$ cat src/rtl/axi4lite_cmd_sequencer_if.sv
// Command bus between the sequencer and the downstream AXI4-Lite master.
// The "master" modport is the side that issues commands; "slave" executes them.
interface axi4lite_cmd_sequencer_if #(
    parameter int ADDR_WIDTH = 2,
    parameter int DATA_WIDTH = 8
);
    logic                  start_write;
    logic [ADDR_WIDTH-1:0] write_addr;
    logic [DATA_WIDTH-1:0] wr_data;
    logic                  start_read;
    logic [ADDR_WIDTH-1:0] read_addr;
    logic                  done;
    logic [DATA_WIDTH-1:0] read_data;

    modport master (
        output start_write, write_addr, wr_data, start_read, read_addr,
        input  done, read_data
    );

    modport slave (
        input  start_write, write_addr, wr_data, start_read, read_addr,
        output done, read_data
    );
endinterface

$ cat src/rtl/axi4lite_cmd_sequencer.sv
// Command front-end for axi4lite_master: synchronises and edge-detects pin
// requests, queues them in a small FIFO and issues them one at a time,
// waiting for done (or a timeout) before issuing the next.
module axi4lite_cmd_sequencer #(
    parameter int ADDR_WIDTH = 2,
    parameter int DATA_WIDTH = 8,
    parameter int DEPTH      = 4,
    parameter int TIMEOUT    = 255
) (
    input  logic                        clk,
    input  logic                        rst_n,
    input  logic                        ena,
    input  logic                        req_wr,
    input  logic                        req_rd,
    input  logic [ADDR_WIDTH-1:0]       req_addr,
    input  logic [DATA_WIDTH-1:0]       req_wdata,
    input  logic                        clr_err,
    axi4lite_cmd_sequencer_if.master    bus,
    output logic                        rsp_valid,
    output logic [DATA_WIDTH-1:0]       rsp_data,
    output logic                        busy,
    output logic [$clog2(DEPTH):0]      level,
    output logic                        drop_err,
    output logic                        timeout_err
);
    localparam int PW = $clog2(DEPTH);
    localparam int LW = PW + 1;
    localparam logic [LW-1:0] FULL_LVL = LW'(DEPTH);
    // Abort on the last permitted WAIT cycle so WAIT lasts at most TIMEOUT cycles.
    localparam logic [7:0]    TO_LAST  = 8'(TIMEOUT - 1);

    typedef struct packed {
        logic                  is_read;
        logic [ADDR_WIDTH-1:0] addr;
        logic [DATA_WIDTH-1:0] wdata;
    } entry_t;

    typedef enum logic [1:0] {ST_IDLE, ST_ISSUE, ST_WAIT} state_t;

    logic [2:0]    wr_sync_q, wr_sync_d, rd_sync_q, rd_sync_d;
    logic          wr_edge_q, wr_edge_d, rd_edge_q, rd_edge_d;
    entry_t        mem_q [DEPTH];
    entry_t        mem_d [DEPTH];
    logic [PW-1:0] wr_ptr_q, wr_ptr_d, rd_ptr_q, rd_ptr_d;
    logic [LW-1:0] count_q, count_d;
    state_t        state_q, state_d;
    entry_t        cur_q, cur_d;
    logic [7:0]    timer_q, timer_d;
    logic          rsp_valid_q, rsp_valid_d;
    logic [DATA_WIDTH-1:0] rsp_data_q, rsp_data_d;
    logic          drop_err_q, drop_err_d, timeout_err_q, timeout_err_d;
    logic          push_req, push, pop, drop_evt, timeout_evt;
    entry_t        new_entry;

    // Synchroniser shift and registered rise detect (push lands 3 edges after the pin rises)
    always_comb begin
        wr_sync_d = {wr_sync_q[1:0], req_wr};
        rd_sync_d = {rd_sync_q[1:0], req_rd};
        wr_edge_d = wr_sync_q[1] & ~wr_sync_q[2];
        rd_edge_d = rd_sync_q[1] & ~rd_sync_q[2];
    end

    // FIFO push/pop bookkeeping; a write wins a same-cycle collision with a read
    always_comb begin
        push_req  = ena & (wr_edge_q | rd_edge_q);
        push      = push_req & ((count_q != FULL_LVL) | pop);
        drop_evt  = (ena & wr_edge_q & rd_edge_q) | (push_req & ~push);
        new_entry = '{is_read: ~wr_edge_q, addr: req_addr, wdata: req_wdata};
        mem_d     = mem_q;
        wr_ptr_d  = wr_ptr_q;
        rd_ptr_d  = rd_ptr_q;
        count_d   = count_q;
        if (push) begin
            mem_d[wr_ptr_q] = new_entry;
            wr_ptr_d        = wr_ptr_q + 1'b1;
        end
        if (pop) begin
            rd_ptr_d = rd_ptr_q + 1'b1;
        end
        if (push && !pop) begin
            count_d = count_q + 1'b1;
        end else if (!push && pop) begin
            count_d = count_q - 1'b1;
        end
    end

    // Issue FSM: pop in IDLE, pulse start in ISSUE, wait for done or timeout
    always_comb begin
        state_d     = state_q;
        pop         = 1'b0;
        cur_d       = cur_q;
        timer_d     = timer_q;
        rsp_valid_d = 1'b0;
        rsp_data_d  = rsp_data_q;
        timeout_evt = 1'b0;
        case (state_q)
            ST_IDLE: begin
                if (count_q != '0 && ena) begin
                    pop     = 1'b1;
                    cur_d   = mem_q[rd_ptr_q];
                    state_d = ST_ISSUE;
                end
            end
            ST_ISSUE: begin
                timer_d = '0;
                state_d = ST_WAIT;
            end
            ST_WAIT: begin
                timer_d = timer_q + 8'd1;
                if (bus.done) begin
                    if (cur_q.is_read) begin
                        rsp_valid_d = 1'b1;
                        rsp_data_d  = bus.read_data;
                    end
                    state_d = ST_IDLE;
                end else if (timer_q == TO_LAST) begin
                    timeout_evt = 1'b1;
                    state_d     = ST_IDLE;
                end
            end
            default: state_d = ST_IDLE;
        endcase
    end

    // Sticky error flags; a new error event overrides a same-cycle clear
    always_comb begin
        drop_err_d    = clr_err ? 1'b0 : drop_err_q;
        timeout_err_d = clr_err ? 1'b0 : timeout_err_q;
        if (drop_evt)    drop_err_d    = 1'b1;
        if (timeout_evt) timeout_err_d = 1'b1;
    end

    // State registers
    always_ff @(posedge clk or negedge rst_n) begin
        if (!rst_n) begin
            wr_sync_q     <= '0;
            rd_sync_q     <= '0;
            wr_edge_q     <= 1'b0;
            rd_edge_q     <= 1'b0;
            mem_q         <= '{default: '0};
            wr_ptr_q      <= '0;
            rd_ptr_q      <= '0;
            count_q       <= '0;
            state_q       <= ST_IDLE;
            cur_q         <= '0;
            timer_q       <= '0;
            rsp_valid_q   <= 1'b0;
            rsp_data_q    <= '0;
            drop_err_q    <= 1'b0;
            timeout_err_q <= 1'b0;
        end else begin
            wr_sync_q     <= wr_sync_d;
            rd_sync_q     <= rd_sync_d;
            wr_edge_q     <= wr_edge_d;
            rd_edge_q     <= rd_edge_d;
            mem_q         <= mem_d;
            wr_ptr_q      <= wr_ptr_d;
            rd_ptr_q      <= rd_ptr_d;
            count_q       <= count_d;
            state_q       <= state_d;
            cur_q         <= cur_d;
            timer_q       <= timer_d;
            rsp_valid_q   <= rsp_valid_d;
            rsp_data_q    <= rsp_data_d;
            drop_err_q    <= drop_err_d;
            timeout_err_q <= timeout_err_d;
        end
    end

    assign bus.start_write = (state_q == ST_ISSUE) & ~cur_q.is_read;
    assign bus.start_read  = (state_q == ST_ISSUE) &  cur_q.is_read;
    assign bus.write_addr  = cur_q.addr;
    assign bus.read_addr   = cur_q.addr;
    assign bus.wr_data     = cur_q.wdata;
    assign rsp_valid       = rsp_valid_q;
    assign rsp_data        = rsp_data_q;
    assign busy            = (state_q != ST_IDLE) | (count_q != '0);
    assign level           = count_q;
    assign drop_err        = drop_err_q;
    assign timeout_err     = timeout_err_q;
endmodule

$ cat src/flat_wrapper.sv
// flat-port wrapper written by rule: the top's interface ports become plain ports
module axi4lite_cmd_sequencer_flat 
#(
    parameter int ADDR_WIDTH = 2,
    parameter int DATA_WIDTH = 8,
    parameter int DEPTH      = 4,
    parameter int TIMEOUT    = 255
)
  (clk, rst_n, ena, req_wr, req_rd, req_addr, req_wdata, clr_err, rsp_valid, rsp_data, busy, level, drop_err, timeout_err, bus_start_write, bus_write_addr, bus_wr_data, bus_start_read, bus_read_addr, bus_done, bus_read_data);
  axi4lite_cmd_sequencer_if #(.ADDR_WIDTH(ADDR_WIDTH), .DATA_WIDTH(DATA_WIDTH)) bus_i ();
  input  logic clk;
  input  logic rst_n;
  input  logic ena;
  input  logic req_wr;
  input  logic req_rd;
  input  logic [ADDR_WIDTH-1:0] req_addr;
  input  logic [DATA_WIDTH-1:0] req_wdata;
  input  logic clr_err;
  output logic rsp_valid;
  output logic [DATA_WIDTH-1:0] rsp_data;
  output logic busy;
  output logic [$clog2(DEPTH):0] level;
  output logic drop_err;
  output logic timeout_err;
  output wire logic [$bits(bus_i.start_write)-1:0] bus_start_write;
  output wire logic [$bits(bus_i.write_addr)-1:0] bus_write_addr;
  output wire logic [$bits(bus_i.wr_data)-1:0] bus_wr_data;
  output wire logic [$bits(bus_i.start_read)-1:0] bus_start_read;
  output wire logic [$bits(bus_i.read_addr)-1:0] bus_read_addr;
  input wire logic [$bits(bus_i.done)-1:0] bus_done;
  input wire logic [$bits(bus_i.read_data)-1:0] bus_read_data;
  assign bus_start_write = bus_i.start_write;
  assign bus_write_addr = bus_i.write_addr;
  assign bus_wr_data = bus_i.wr_data;
  assign bus_start_read = bus_i.start_read;
  assign bus_read_addr = bus_i.read_addr;
  assign bus_i.done = bus_done;
  assign bus_i.read_data = bus_read_data;
  axi4lite_cmd_sequencer #(.ADDR_WIDTH(ADDR_WIDTH), .DATA_WIDTH(DATA_WIDTH), .DEPTH(DEPTH), .TIMEOUT(TIMEOUT)) u_core (.clk(clk), .rst_n(rst_n), .ena(ena), .req_wr(req_wr), .req_rd(req_rd), .req_addr(req_addr), .req_wdata(req_wdata), .clr_err(clr_err), .bus(bus_i), .rsp_valid(rsp_valid), .rsp_data(rsp_data), .busy(busy), .level(level), .drop_err(drop_err), .timeout_err(timeout_err));
endmodule
$ cat config.mk
export PLATFORM = sky130hd
export DESIGN_NAME = axi4lite_cmd_sequencer_flat
export DESIGN_NICKNAME = d
export VERILOG_FILES = /design/src/rtl/axi4lite_cmd_sequencer_if.sv /design/src/rtl/axi4lite_cmd_sequencer.sv /design/src/flat_wrapper.sv
export SDC_FILE = /design/constraint.sdc
export NUM_CORES = 1
export LEC_CHECK = 0
export CAP_MARGIN = 25
export CORE_ASPECT_RATIO = 0.5
export CORE_UTILIZATION = 35
export CTS_CLUSTER_SIZE = 25
export DETAILED_ROUTE_END_ITERATION = 8
export MAX_ROUTING_LAYER = met4
export SLEW_MARGIN = 20
export SYNTH_ARGS = -nofsm -noshare
export SYNTH_HDL_FRONTEND = slang
export SYNTH_SLANG_ARGS = --single-unit
$ cat constraint.sdc
create_clock -name clk -period 3.4 [get_ports clk]
set_input_delay 0.34 -clock clk [delete_from_list [all_inputs] [get_ports clk]]
set_output_delay 0.34 -clock clk [all_outputs]
set_load 0.1 [all_outputs]
==> results.md, run 1 <==
| Parameter | Value | Unit |
|:---|:---|:---|
| Post-CTS Setup Bufs | 0 | - |
| Maximum fanout count along the critical path | 7 | - |
| Routed length per placed instance | 15.79 | µm |
| Slew at the pin with the worst max-slew slack | 0.9923 | ns |
| Period utilisation layout | 0.7873 | - |
| I/O Buffers | 53 | - |
| Layout Nets | 368 | - |
| Run status | completed | - |
| Layout overhead on the synthesized area | 19.86 | % |
| Synth cell types | 36 | - |
| Die H | 79.72 | µm |
| Worst skew pair latency | 0.33 | ns |
| F_max | 373.6 | MHz |
| Capture point of the worst reg-to-reg path | u_core.level[1] | - |
| Final Worst Setup Slack | 0.7232 | ns |
| R2r startpoint | u_core.state_q[0] | - |
| Die width | 157.4 | µm |
| Number of global-route vias before repair | 2499 | - |
| Post-synthesis share of cell area spent on xor and xnor gates | 0.01450 | - |
| Number of synthesized register bits | 91 | - |
| Adder and majority gate portion of the synthesized area | 0.04025 | - |
| Most common cell after layout, fill and taps aside | sky130_fd_sc_hd__dfrtp_1 | - |
| CP Capture Type | register | - |
| Mean cell area of the mapped netlist | 14.83 | µm² |
| Number of CTS-inserted buffers | 9 | - |
| Remaining max-slew budget at the tightest pin | 0.3364 | - |
| Post-Layout Cell Count | 493 | - |
| Post-Place Setup Slack | 0.7352 | ns |
| Setup TNS Final | 0 | ns |
| Post-detailed-placement half-perimeter wirelength | 5.312 | mm |
| Number of setup violations in the final report | 0 | - |
| RSZ-0062 raised after global routing | no | - |
| Detailed-route DRC error count | 0 | - |
| GPL Wtd Cong | 0.7624 | - |
| Total standard cell area after synthesis | 4228 | µm² |
| ANT nets after route | 0 | - |
| Clock sink count | 91 | - |
| Slew Viols, Final | 0 | - |
| Antenna violations before repair | 0 | - |
| Buffer type at the clock tree root | sky130_fd_sc_hd__clkbuf_16 | - |
| Cell count of the worst reg-to-reg path | 8 | - |
| Site row count | 27 | - |
| Shortest period the worst path allows | 2.677 | ns |
| Hold/Removal Path Class | reg -> reg | - |
| Vias/cell | 4.781 | - |
| Worst Hold Endpoint | u_core.wr_sync_q[1] | - |
| Synth Area in Compound Gates | 0.02959 | - |
| Launch instance of the worst min-delay path | u_core.wr_sync_q[0] | - |
| Detailed Route WL | 7.785 | mm |
| Clock Skew | 0.003085 | ns |
| Deepest level of the CTS H-tree | 3 | - |
| Max Cap Viol | 0 | - |
| Critical path data required time | 3.62 | ns |
| Wire length of the first global-routing pass | 12.88 | mm |
| Area of the core | 11380 | µm² |
| Startpoint of the worst setup timing path | u_core.state_q[0] | - |
| Synth Instances | 285 | - |
| Clock transition time at the flip-flop clock pins of the worst setup and hold paths | 0.06 | ns |
| Post-synthesis net count | 323 | - |
| Top library cells by usage in the layout, fill and taps aside | 91 x sky130_fd_sc_hd__dfrtp_1, 49 x sky130_fd_sc_hd__clkdlybuf4s50_1, 32 x sky130_fd_sc_hd__mux2_4 | - |
| Type of the worst setup path | reg -> reg | - |
| Cell count of the worst hold path | 0 | - |
| Ports placed on the boundary | 54 | - |
| Largest net degree at the start of global routing | 58 | - |
| Overall die area | 12550 | µm² |
| Dpl cells | 477 | - |
| Share of post-route cells with drive strength above 1 | 0.2874 | - |
| Global routing usage summed across all routing layers | 0.1412 | - |
| R2R setup slack | 0.72 | ns |
| Overflow left after global routing | 0 | - |
| Multiplexer area fraction after synthesis | 0.2521 | - |
| Fin util | 0.4451 | - |
| TritonCTS clock tree | built | - |
| Count of inserted antenna diode cells | 0 | - |
| Starting density of the core | 0.3714 | - |
| Simple-gate share of the synthesized area | 0.06540 | - |
| Maximum root-to-sink buffer count | 2 | - |
| Total via count in the routed design | 2357 | - |
| Worst endpoint data arrival time | 2.89 | ns |
| Count of synthesis-stage warnings from yosys | 0 | - |
| Startpoint kind of the worst setup timing path | register | - |
| Portion of the post-synthesis area used by sequential elements | 0.5386 | - |
| Dominant combinational cell family by area after synthesis | multiplexers | - |
| Total iterations of the first detailed-routing run | 4 | - |
| Count of final hold-check violations | 0 | - |
| First-iteration detailed-routing DRC count | 95 | - |
area by class of cell:
class / instances / area, µm²
Clock buffer: 13 / 240.2
Inverter: 13 / 48.80
Sequential cell: 91 / 2277
Tap cell: 159 / 198.9
Timing Repair Buffer: 56 / 565.5
Multi-Input combinational cell: 159 / 1699
Clock inverter: 2 / 37.54
Fill cell: 1021 / 6317
sequential cells by signal, indices dropped and copies added, names as in the netlist:
register              flops
u_core.bus.read_addr      2
u_core.bus.wr_data        8
u_core.cur_q              1
u_core.drop_err           1
u_core.level              3
u_core.mem_q             44
u_core.rd_edge_q          1
u_core.rd_ptr_q           2
u_core.rd_sync_q          3
u_core.rsp_data           8
u_core.rsp_valid          1
u_core.state_q            2
u_core.timeout_err        1
u_core.timer_q            8
u_core.wr_edge_q          1
u_core.wr_ptr_q           2
u_core.wr_sync_q          3
critical path: stages (launching register included):
cell	delay (ns)
sky130_fd_sc_hd__dfrtp_1	0.39
sky130_fd_sc_hd__inv_1	0.10
sky130_fd_sc_hd__ha_1	0.27
sky130_fd_sc_hd__or4b_4	0.60
sky130_fd_sc_hd__and2_1	0.23
sky130_fd_sc_hd__ha_1	0.22
sky130_fd_sc_hd__inv_1	0.07
sky130_fd_sc_hd__fa_1	0.41
sky130_fd_sc_hd__mux2_2	0.26
cells by family (layout without fill, tap and decap cells):
group	Yosys count	in the layout
fa+ha+maj	13	13
simple gates	44	44
compound gates	22	22
flops	91	91
mux	73	73
xor+xnor	7	7
buf+inv	35	84
layer usage:
metal	global-route usage	vias to the layer above	routed length, µm
met3	0.03312	7	213
met4	0.04660	0	91
met5	-	-	0
li1	-	1077	-
met2	0.2367	31	4040
met1	0.1695	1242	3440
Yosys cell counts:
library cell,number,area [µm²]
sky130_fd_sc_hd__a21o_1,1,7.510
sky130_fd_sc_hd__a21oi_1,3,15.01
sky130_fd_sc_hd__and2_1,2,12.51
sky130_fd_sc_hd__and3_1,1,6.260
sky130_fd_sc_hd__buf_1,1,3.750
sky130_fd_sc_hd__buf_12,4,80.08
sky130_fd_sc_hd__buf_2,2,10.01
sky130_fd_sc_hd__buf_4,12,90.09
sky130_fd_sc_hd__buf_6,1,11.26
sky130_fd_sc_hd__clkbuf_1,2,7.510
sky130_fd_sc_hd__dfrtp_1,91,2277
sky130_fd_sc_hd__fa_1,1,20.02
sky130_fd_sc_hd__ha_1,12,150.1
sky130_fd_sc_hd__inv_1,13,48.80
sky130_fd_sc_hd__mux2_2,30,337.8
sky130_fd_sc_hd__mux2_4,32,480.5
sky130_fd_sc_hd__mux4_2,11,247.7
sky130_fd_sc_hd__nand2_1,12,45.04
sky130_fd_sc_hd__nand2b_1,1,6.260
sky130_fd_sc_hd__nand3_1,6,30.03
sky130_fd_sc_hd__nand3_4,4,70.07
sky130_fd_sc_hd__nand3b_1,1,7.510
sky130_fd_sc_hd__nand4_1,2,12.51
sky130_fd_sc_hd__nor2_1,5,18.77
sky130_fd_sc_hd__nor2b_1,5,31.28
sky130_fd_sc_hd__nor3_1,2,10.01
sky130_fd_sc_hd__o21a_2,1,8.760
sky130_fd_sc_hd__o21ai_0,9,45.04
sky130_fd_sc_hd__o21ai_1,5,25.02
sky130_fd_sc_hd__o22ai_1,1,6.260
sky130_fd_sc_hd__o32ai_1,1,8.760
sky130_fd_sc_hd__o41ai_1,1,8.760
sky130_fd_sc_hd__or3_1,2,12.51
sky130_fd_sc_hd__or4b_4,1,13.76
sky130_fd_sc_hd__xnor2_1,4,35.03
sky130_fd_sc_hd__xor2_1,3,26.28
stage by stage:
stage	hold WS, ns	area [µm²]
after floorplan	0.04441	4228
after global placement	0.3364	4752
after detailed placement	0.3212	4780
after CTS	0.3524	5067
after global routing	0.3581	5067
final	0.3499	5067
timing repair:
item | in CTS | in global routing
resized for setup | 0 | 0
endpoints found under the hold margin | 34 | 0
hold buffers | 1 | 0
how the worst max path moves through the flow:
stage / to / slack, ns
4_1_cts: u_core.level[1] / 0.72
5_1_grt: u_core.level[1] / 0.58
2_1_floorplan: u_core.level[1] / 0.54
3_3_place_gp: u_core.level[1] / 0.84
3_5_place_dp: u_core.level[1] / 0.74
6_report: u_core.level[1] / 0.72
Power of run 1 is left out: the tool's default activity adds up to more than one toggle a clock period on the data nets, which glitch-free logic cannot reach.
==> inputs of run 2 (changes only) <==
- clock period: 3.4 -> 2.65 ns (I/O delays scaled with it)
==> run 2 against run 1 <==
The flow now finishes with violations (negative hold slack). Non-clock buffer count up 4. Highest routed layer unchanged. Flip-flop and latch count unchanged. Cell area down 0.67%. Critical path depth unchanged. Fmax up 7.8%. Clock-buffer cell count down 4. Clock skew up 0.0063 ns.
==> results.md, run 2 (synthesized netlist as in run 1, its figures left out) <==
| Parameter | Value | Unit | vs previous |
|:---|:---|:---|:---|
| Post-Layout Cell Count | 498 | - | +1.0% |
| Area of the core | 11380 | µm² | unchanged |
| Largest net degree at the start of global routing | 56 | - | -3.4% |
| Final Worst Setup Slack | 0.1674 | ns | -0.5557 ns |
| Max stage delay on crit path | 0.49 | ns | -0.11 ns |
| Post-CTS Setup Bufs | 0 | - | unchanged |
| Setup TNS Final | 0 | ns | unchanged |
| Hold/Removal Path Class | in -> async | - |  |
| CTS-repair resized insts | 0 | - | unchanged |
| Layout Nets | 372 | - | +1.1% |
| Number of CTS-inserted buffers | 9 | - | unchanged |
| Antenna violations before repair | 0 | - | unchanged |
| Ports placed on the boundary | 54 | - | unchanged |
| Remaining max-slew budget at the tightest pin | 0.5173 | - | +0.1809 |
| Maximum root-to-sink buffer count | 2 | - | unchanged |
| Flip-flop count of the largest register, all copies and words added | 44 | - | unchanged |
| CTS hold repair buffers | 0 | - | -1 |
| Share of post-route cells with drive strength above 1 | 0.3982 | - | +0.1108 |
| Crit-path cells | inv_1 -> ha_1 -> or4b_4 -> and2_1 -> ha_1 -> inv_1 -> fa_1 -> mux2_2 | - |  |
| Worst-case hold slack | -0.01246 | ns | -0.3624 ns |
| Count of final hold-check violations | 34 | - | +34 |
| Startpoint kind of the worst setup timing path | register | - |  |
| Period utilisation layout | 0.9368 | - | +0.1495 |
| Critical path data required time | 2.87 | ns | -0.75 ns |
| Worst skew pair latency | 0.34 | ns | about the same |
| Deepest level of the CTS H-tree | 3 | - | unchanged |
| Detailed Route WL | 7.921 | mm | +1.7% |
| Cell count of the worst reg-to-reg path | 8 | - | unchanged |
| GPL Wtd Cong | 0.7595 | - | -0.38% |
| Top library cells by usage in the layout, fill and taps aside | 88 x sky130_fd_sc_hd__dfrtp_1, 36 x sky130_fd_sc_hd__buf_4, 32 x sky130_fd_sc_hd__mux2_4 | - |  |
| Wire length of the first global-routing pass | 13.12 | mm | +1.8% |
| Die width | 157.4 | µm | unchanged |
| Detailed-route DRC error count | 0 | - | unchanged |
| Max Cap Viol | 0 | - | unchanged |
| Shortest period the worst path allows | 2.483 | ns | -0.1943 ns |
| Maximum fanout count along the critical path | 4 | - | -3 |
| Combined buffer and inverter count along the critical path | 2 | - | unchanged |
| Register containing the most flip-flops in the final layout | u_core.mem_q | - |  |
| Number of global-route vias before repair | 2480 | - | -0.76% |
| Gate family responsible for the most delay along the worst path | adder cells | - |  |
| ANT nets after route | 0 | - | unchanged |
| Clock sink count | 91 | - | unchanged |
| Placed instance area | 4748 | µm² | -0.65% |
| F_max | 402.8 | MHz | +7.8% |
| Worst endpoint data arrival time | 2.70 | ns | -0.19 ns |
| Starting density of the core | 0.3714 | - | unchanged |
| TritonCTS clock tree | built | - |  |
| Site row count | 27 | - | unchanged |
| Total via count in the routed design | 2327 | - | -1.3% |
| Layout overhead on the synthesized area | 19.06 | % |  |
| Overflow left after global routing | 0 | - | unchanged |
| First-iteration detailed-routing DRC count | 51 | - | -46% |
| Die H | 79.72 | µm | unchanged |
| Final Instance Area | 5034 | µm² | -0.67% |
| Timing endpoint of the critical path | u_core.level[1] | - |  |
| Post-detailed-placement half-perimeter wirelength | 5.483 | mm | +3.2% |
| Startpoint of the worst setup timing path | u_core.state_q[0] | - |  |
| Post-Place Setup Slack | 0.1770 | ns | -0.5582 ns |
| Slew Viols, Final | 0 | - | unchanged |
| Buffer type at the clock tree root | sky130_fd_sc_hd__clkbuf_16 | - |  |
| Run status | finished, violations left | - |  |
| Most common cell after layout, fill and taps aside | sky130_fd_sc_hd__dfrtp_1 | - |  |
| R2r startpoint | u_core.state_q[0] | - |  |
| RSZ-0062 raised after global routing | no | - |  |
| Failing checks | negative hold slack | - |  |
| Total iterations of the first detailed-routing run | 4 | - | unchanged |
| Clock Skew | 0.009430 | ns | +0.006345 ns |
| Type of the worst setup path | reg -> reg | - |  |
| Capture point of the worst reg-to-reg path | u_core.level[1] | - |  |
| Routed length per placed instance | 15.91 | µm | +0.73% |
| Global routing usage summed across all routing layers | 0.1451 | - | +0.003878 |
| R2R setup slack | 0.17 | ns | -0.56 ns |
| Stages on the worst setup path | 8 | - | unchanged |
| Critical-path top delay cell | sky130_fd_sc_hd__or4b_4 | - |  |
| Count of inserted antenna diode cells | 0 | - | unchanged |
| CP Capture Type | register | - |  |
| Vias/cell | 4.673 | - | -2.3% |
| Number of setup violations in the final report | 0 | - | unchanged |
| Slew at the pin with the worst max-slew slack | 0.7241 | ns | -0.2682 ns |
| Dpl cells | 482 | - | +1.0% |
| I/O Buffers | 53 | - | unchanged |
| Clock transition time at the flip-flop clock pins of the worst setup and hold paths | 0.07 | ns | about the same |
| Overall die area | 12550 | µm² | unchanged |
## run 2: changes by cell type in the layout (fill, tap and decap cells not counted), moves of 2 or more
cell / delta
sky130_fd_sc_hd__clkinvlp_4: +2
sky130_fd_sc_hd__buf_4: +31
sky130_fd_sc_hd__clkdlybuf4s50_1: -26
sky130_fd_sc_hd__clkbuf_1: -4
sky130_fd_sc_hd__dfrtp_1: -3
sky130_fd_sc_hd__dfrtp_2: +3
sky130_fd_sc_hd__clkinv_4: +2
## run 2: worst min path at each step
stage / cells after the start / to / slack [ns] / startpoint
floorplan: 0 / u_core.bus.read_addr[0] / -0.03 / rst_n
global placement: 0 / u_core.rd_sync_q[1] / 0.34 / u_core.rd_sync_q[0]
detailed placement: 0 / u_core.rd_sync_q[1] / 0.34 / u_core.rd_sync_q[0]
CTS: 1 / u_core.mem_q[39] / 0.0002 / rst_n
global route: 1 / u_core.mem_q[6] / 0.03 / rst_n
finish: 1 / u_core.mem_q[39] / -0.01 / rst_n
## run 2: stage by stage
stage / util / hold WS (ns)
after floorplan: - / -0.03059
after global placement: 0.4171 / 0.3354
after detailed placement: 0.4171 / 0.3379
after CTS: 0.4421 / 0.0001520
after global routing: 0.4421 / 0.03208
final: 0.4421 / -0.01246
## run 2: final cells by class
| cell class | instances | area, µm² |
|---|---|---|
| Clock buffer | 9 | 225.2 |
| Clock inverter | 7 | 60.06 |
| Fill cell | 1030 | 6351 |
| Inverter | 13 | 48.80 |
| Multi-Input combinational cell | 159 | 1699 |
| Sequential cell | 91 | 2281 |
| Tap cell | 159 | 198.9 |
| Timing Repair Buffer | 60 | 520.5 |
## run 2: layer usage
metal  wire length, µm  GRT usage  vias up
met5                 0          -        -
met4                86    0.05243        0
met3               223    0.03692        6
met2              3884     0.2367       25
met1              3726     0.1758     1205
li1                  -          -     1091
Power of run 2 is left out for the same reason.
==> inputs of run 3 (changes only) <==
- CORE_MARGIN: default -> 2
==> run 3 against run 2 <==
Setup slack worse by 0.035 ns. Fmax shrank 1.4%. Register-to-register slack worse by 0.04 ns. Flip-flop and latch count unchanged. The run now ends clean.
==> results.md, run 3 (synthesized netlist as in run 1, its figures left out) <==
| Parameter | Value | Unit | vs previous |
|:---|:---|:---|:---|
| Run status | completed | - |  |
| Starting density of the core | 0.3581 | - | -0.01326 |
| Most common cell after layout, fill and taps aside | sky130_fd_sc_hd__dfrtp_1 | - |  |
| Overflow left after global routing | 0 | - | unchanged |
| Clock Skew | 0.008980 | ns | -0.0004506 ns |
| Maximum root-to-sink buffer count | 2 | - | unchanged |
| Total via count in the routed design | 2352 | - | +1.1% |
| Flip-flop count of the largest register, all copies and words added | 44 | - | unchanged |
| Type of the worst setup path | reg -> reg | - |  |
| GPL Wtd Cong | 0.7524 | - | -0.93% |
| Global routing usage summed across all routing layers | 0.1412 | - | -0.003866 |
| Period utilisation layout | 0.9501 | - | +0.01332 |
| Post-detailed-placement half-perimeter wirelength | 5.713 | mm | +4.2% |
| Routed length per placed instance | 16.33 | µm | +2.6% |
| R2r startpoint | u_core.state_q[0] | - |  |
| Slew Viols, Final | 0 | - | unchanged |
| Share of post-route cells with drive strength above 1 | 0.3971 | - | -0.001171 |
| ANT nets after route | 0 | - | unchanged |
| Site row count | 28 | - | +3.7% |
| First-iteration detailed-routing DRC count | 78 | - | +53% |
| Area of the core | 11810 | µm² | +3.7% |
| Detailed Route WL | 8.245 | mm | +4.1% |
| Ports placed on the boundary | 54 | - | unchanged |
| Worst skew pair latency | 0.35 | ns | about the same |
| Largest net degree at the start of global routing | 38 | - | -32% |
| Area taken by flip-flops and latches | 2281 | µm² | unchanged |
| Critical path data required time | 2.87 | ns | about the same |
| Total iterations of the first detailed-routing run | 4 | - | unchanged |
| Layout Nets | 373 | - | +0.27% |
| F_max | 397.2 | MHz | -1.4% |
| Antenna violations before repair | 0 | - | unchanged |
| Setup TNS Final | 0 | ns | unchanged |
| Detailed-route DRC error count | 0 | - | unchanged |
| Number of CTS-inserted buffers | 9 | - | unchanged |
| Buffer type at the clock tree root | sky130_fd_sc_hd__clkbuf_16 | - |  |
| Maximum fanout count along the critical path | 4 | - | unchanged |
| Capture point of the worst reg-to-reg path | u_core.level[1] | - |  |
| Area of the multi-input gates | 1699 | µm² | unchanged |
| RSZ-0062 raised after global routing | no | - |  |
| Shortest period the worst path allows | 2.518 | ns | +0.03529 ns |
| Overall die area | 13030 | µm² | +3.8% |
| Number of setup violations in the final report | 0 | - | unchanged |
| Slew at the pin with the worst max-slew slack | 0.6424 | ns | -0.08166 ns |
| Number of global-route vias before repair | 2551 | - | +2.9% |
| Filler cells | 1057 | - | +2.6% |
| Vias/cell | 4.657 | - | -0.33% |
| Cell count of the worst hold path | 0 | - |  |
| Gate family responsible for the most delay along the worst path | adder cells | - |  |
| Hold/Removal Path Class | reg -> reg | - |  |
| Count of final hold-check violations | 0 | - | -100% |
| Max Cap Viol | 0 | - | unchanged |
| Register containing the most flip-flops in the final layout | u_core.mem_q | - |  |
| R2R setup slack | 0.13 | ns | -0.04 ns |
| Wire length of the first global-routing pass | 13.59 | mm | +3.6% |
| Launch instance of the worst min-delay path | u_core.wr_sync_q[0] | - |  |
| Critical-path top delay cell | sky130_fd_sc_hd__or4b_4 | - |  |
| CP Capture Type | register | - |  |
| Post-Layout Cell Count | 505 | - | +1.4% |
| Combined buffer and inverter count along the critical path | 2 | - | unchanged |
| TritonCTS clock tree | built | - |  |
| Startpoint kind of the worst setup timing path | register | - |  |
| Crit-path cells | inv_1 -> ha_1 -> or4b_4 -> and2_1 -> ha_1 -> inv_1 -> fa_1 -> mux2_2 | - |  |
| Count of inserted antenna diode cells | 0 | - | unchanged |
| Die H | 81.72 | µm | +2.5% |
| Clock sink count | 91 | - | unchanged |
| Top library cells by usage in the layout, fill and taps aside | 88 x sky130_fd_sc_hd__dfrtp_1, 36 x sky130_fd_sc_hd__buf_4, 32 x sky130_fd_sc_hd__mux2_4 | - |  |
| Die width | 159.4 | µm | +1.3% |
| Max stage delay on crit path | 0.49 | ns | about the same |
| Dpl cells | 488 | - | +1.2% |
| Worst endpoint data arrival time | 2.74 | ns | +0.04 ns |
| Deepest level of the CTS H-tree | 3 | - | unchanged |
| Cell count of the worst reg-to-reg path | 8 | - | unchanged |
| I/O Buffers | 53 | - | unchanged |
| Clock transition time at the flip-flop clock pins of the worst setup and hold paths | 0.07 | ns | about the same |
| Remaining max-slew budget at the tightest pin | 0.5717 | - | +0.05444 |
| Worst Hold Endpoint | u_core.wr_sync_q[1] | - |  |
| Layout overhead on the synthesized area | 19.98 | % |  |
| Startpoint of the worst setup timing path | u_core.state_q[0] | - |  |
==> run 3: layout make-up <==
type / instances / area share
flip-flops and latches: 91 / 0.4497
multi-input cells: 159 / 0.3350
repair buffers: 61 / 0.1046
clock buffers: 9 / 0.04440
well taps: 165 / 0.04070
clock inverters: 7 / 0.01603
inverters: 13 / 0.009620
==> run 3: what timing repair did <==
item / CTS / global route
endpoints found under the setup margin: 0 / 0
resized for setup: 0 / 0
hold endpoints to repair: 34 / 0
setup buffers: 0 / 0
hold buffers: 1 / 0
==> run 3: worst register-to-register path, delay by kind of cell (launching register included) <==
family | cells | cell delay, ns
fa+ha+maj | 3 | 0.87
buf+inv | 2 | 0.18
simple gates | 2 | 0.70
mux | 1 | 0.27
flops | 1 | 0.40
==> run 3: worst max-delay path by stage <==
stage | endpoint | slack, ns | depth (start not counted)
global placement | u_core.level[1] | 0.25 | 8
CTS | u_core.level[1] | 0.15 | 8
finish | u_core.level[1] | 0.13 | 8
detailed placement | u_core.level[1] | 0.17 | 8
floorplan | u_core.level[1] | 0.06 | 7
global route | u_core.level[1] | 0.03 | 8
==> run 3: metal layers <==
layer / wire, µm / part of all wire / GRT usage
met1: 3738 / 0.45 / 0.1656
met2: 4165 / 0.51 / 0.2409
met3: 269 / 0.033 / 0.03838
met4: 72 / 0.0087 / 0.04909
met5: 0 / 0 / -
==> run 3: stage by stage <==
| stage | hold WS (ns) | util | setup slack, ns | instance area (µm²) |
|---|---|---|---|---|
| final | 0.3534 | 0.4296 | 0.1322 | 5072 |
| after global routing | 0.3492 | 0.4296 | 0.03442 | 5072 |
| after floorplan | -0.03059 | - | 0.06399 | 4232 |
| after CTS | 0.3405 | 0.4296 | 0.1472 | 5072 |
| after global placement | 0.2558 | 0.4028 | 0.2550 | 4756 |
| after detailed placement | 0.2652 | 0.4028 | 0.1677 | 4756 |
Power of run 3 is left out for the same reason.
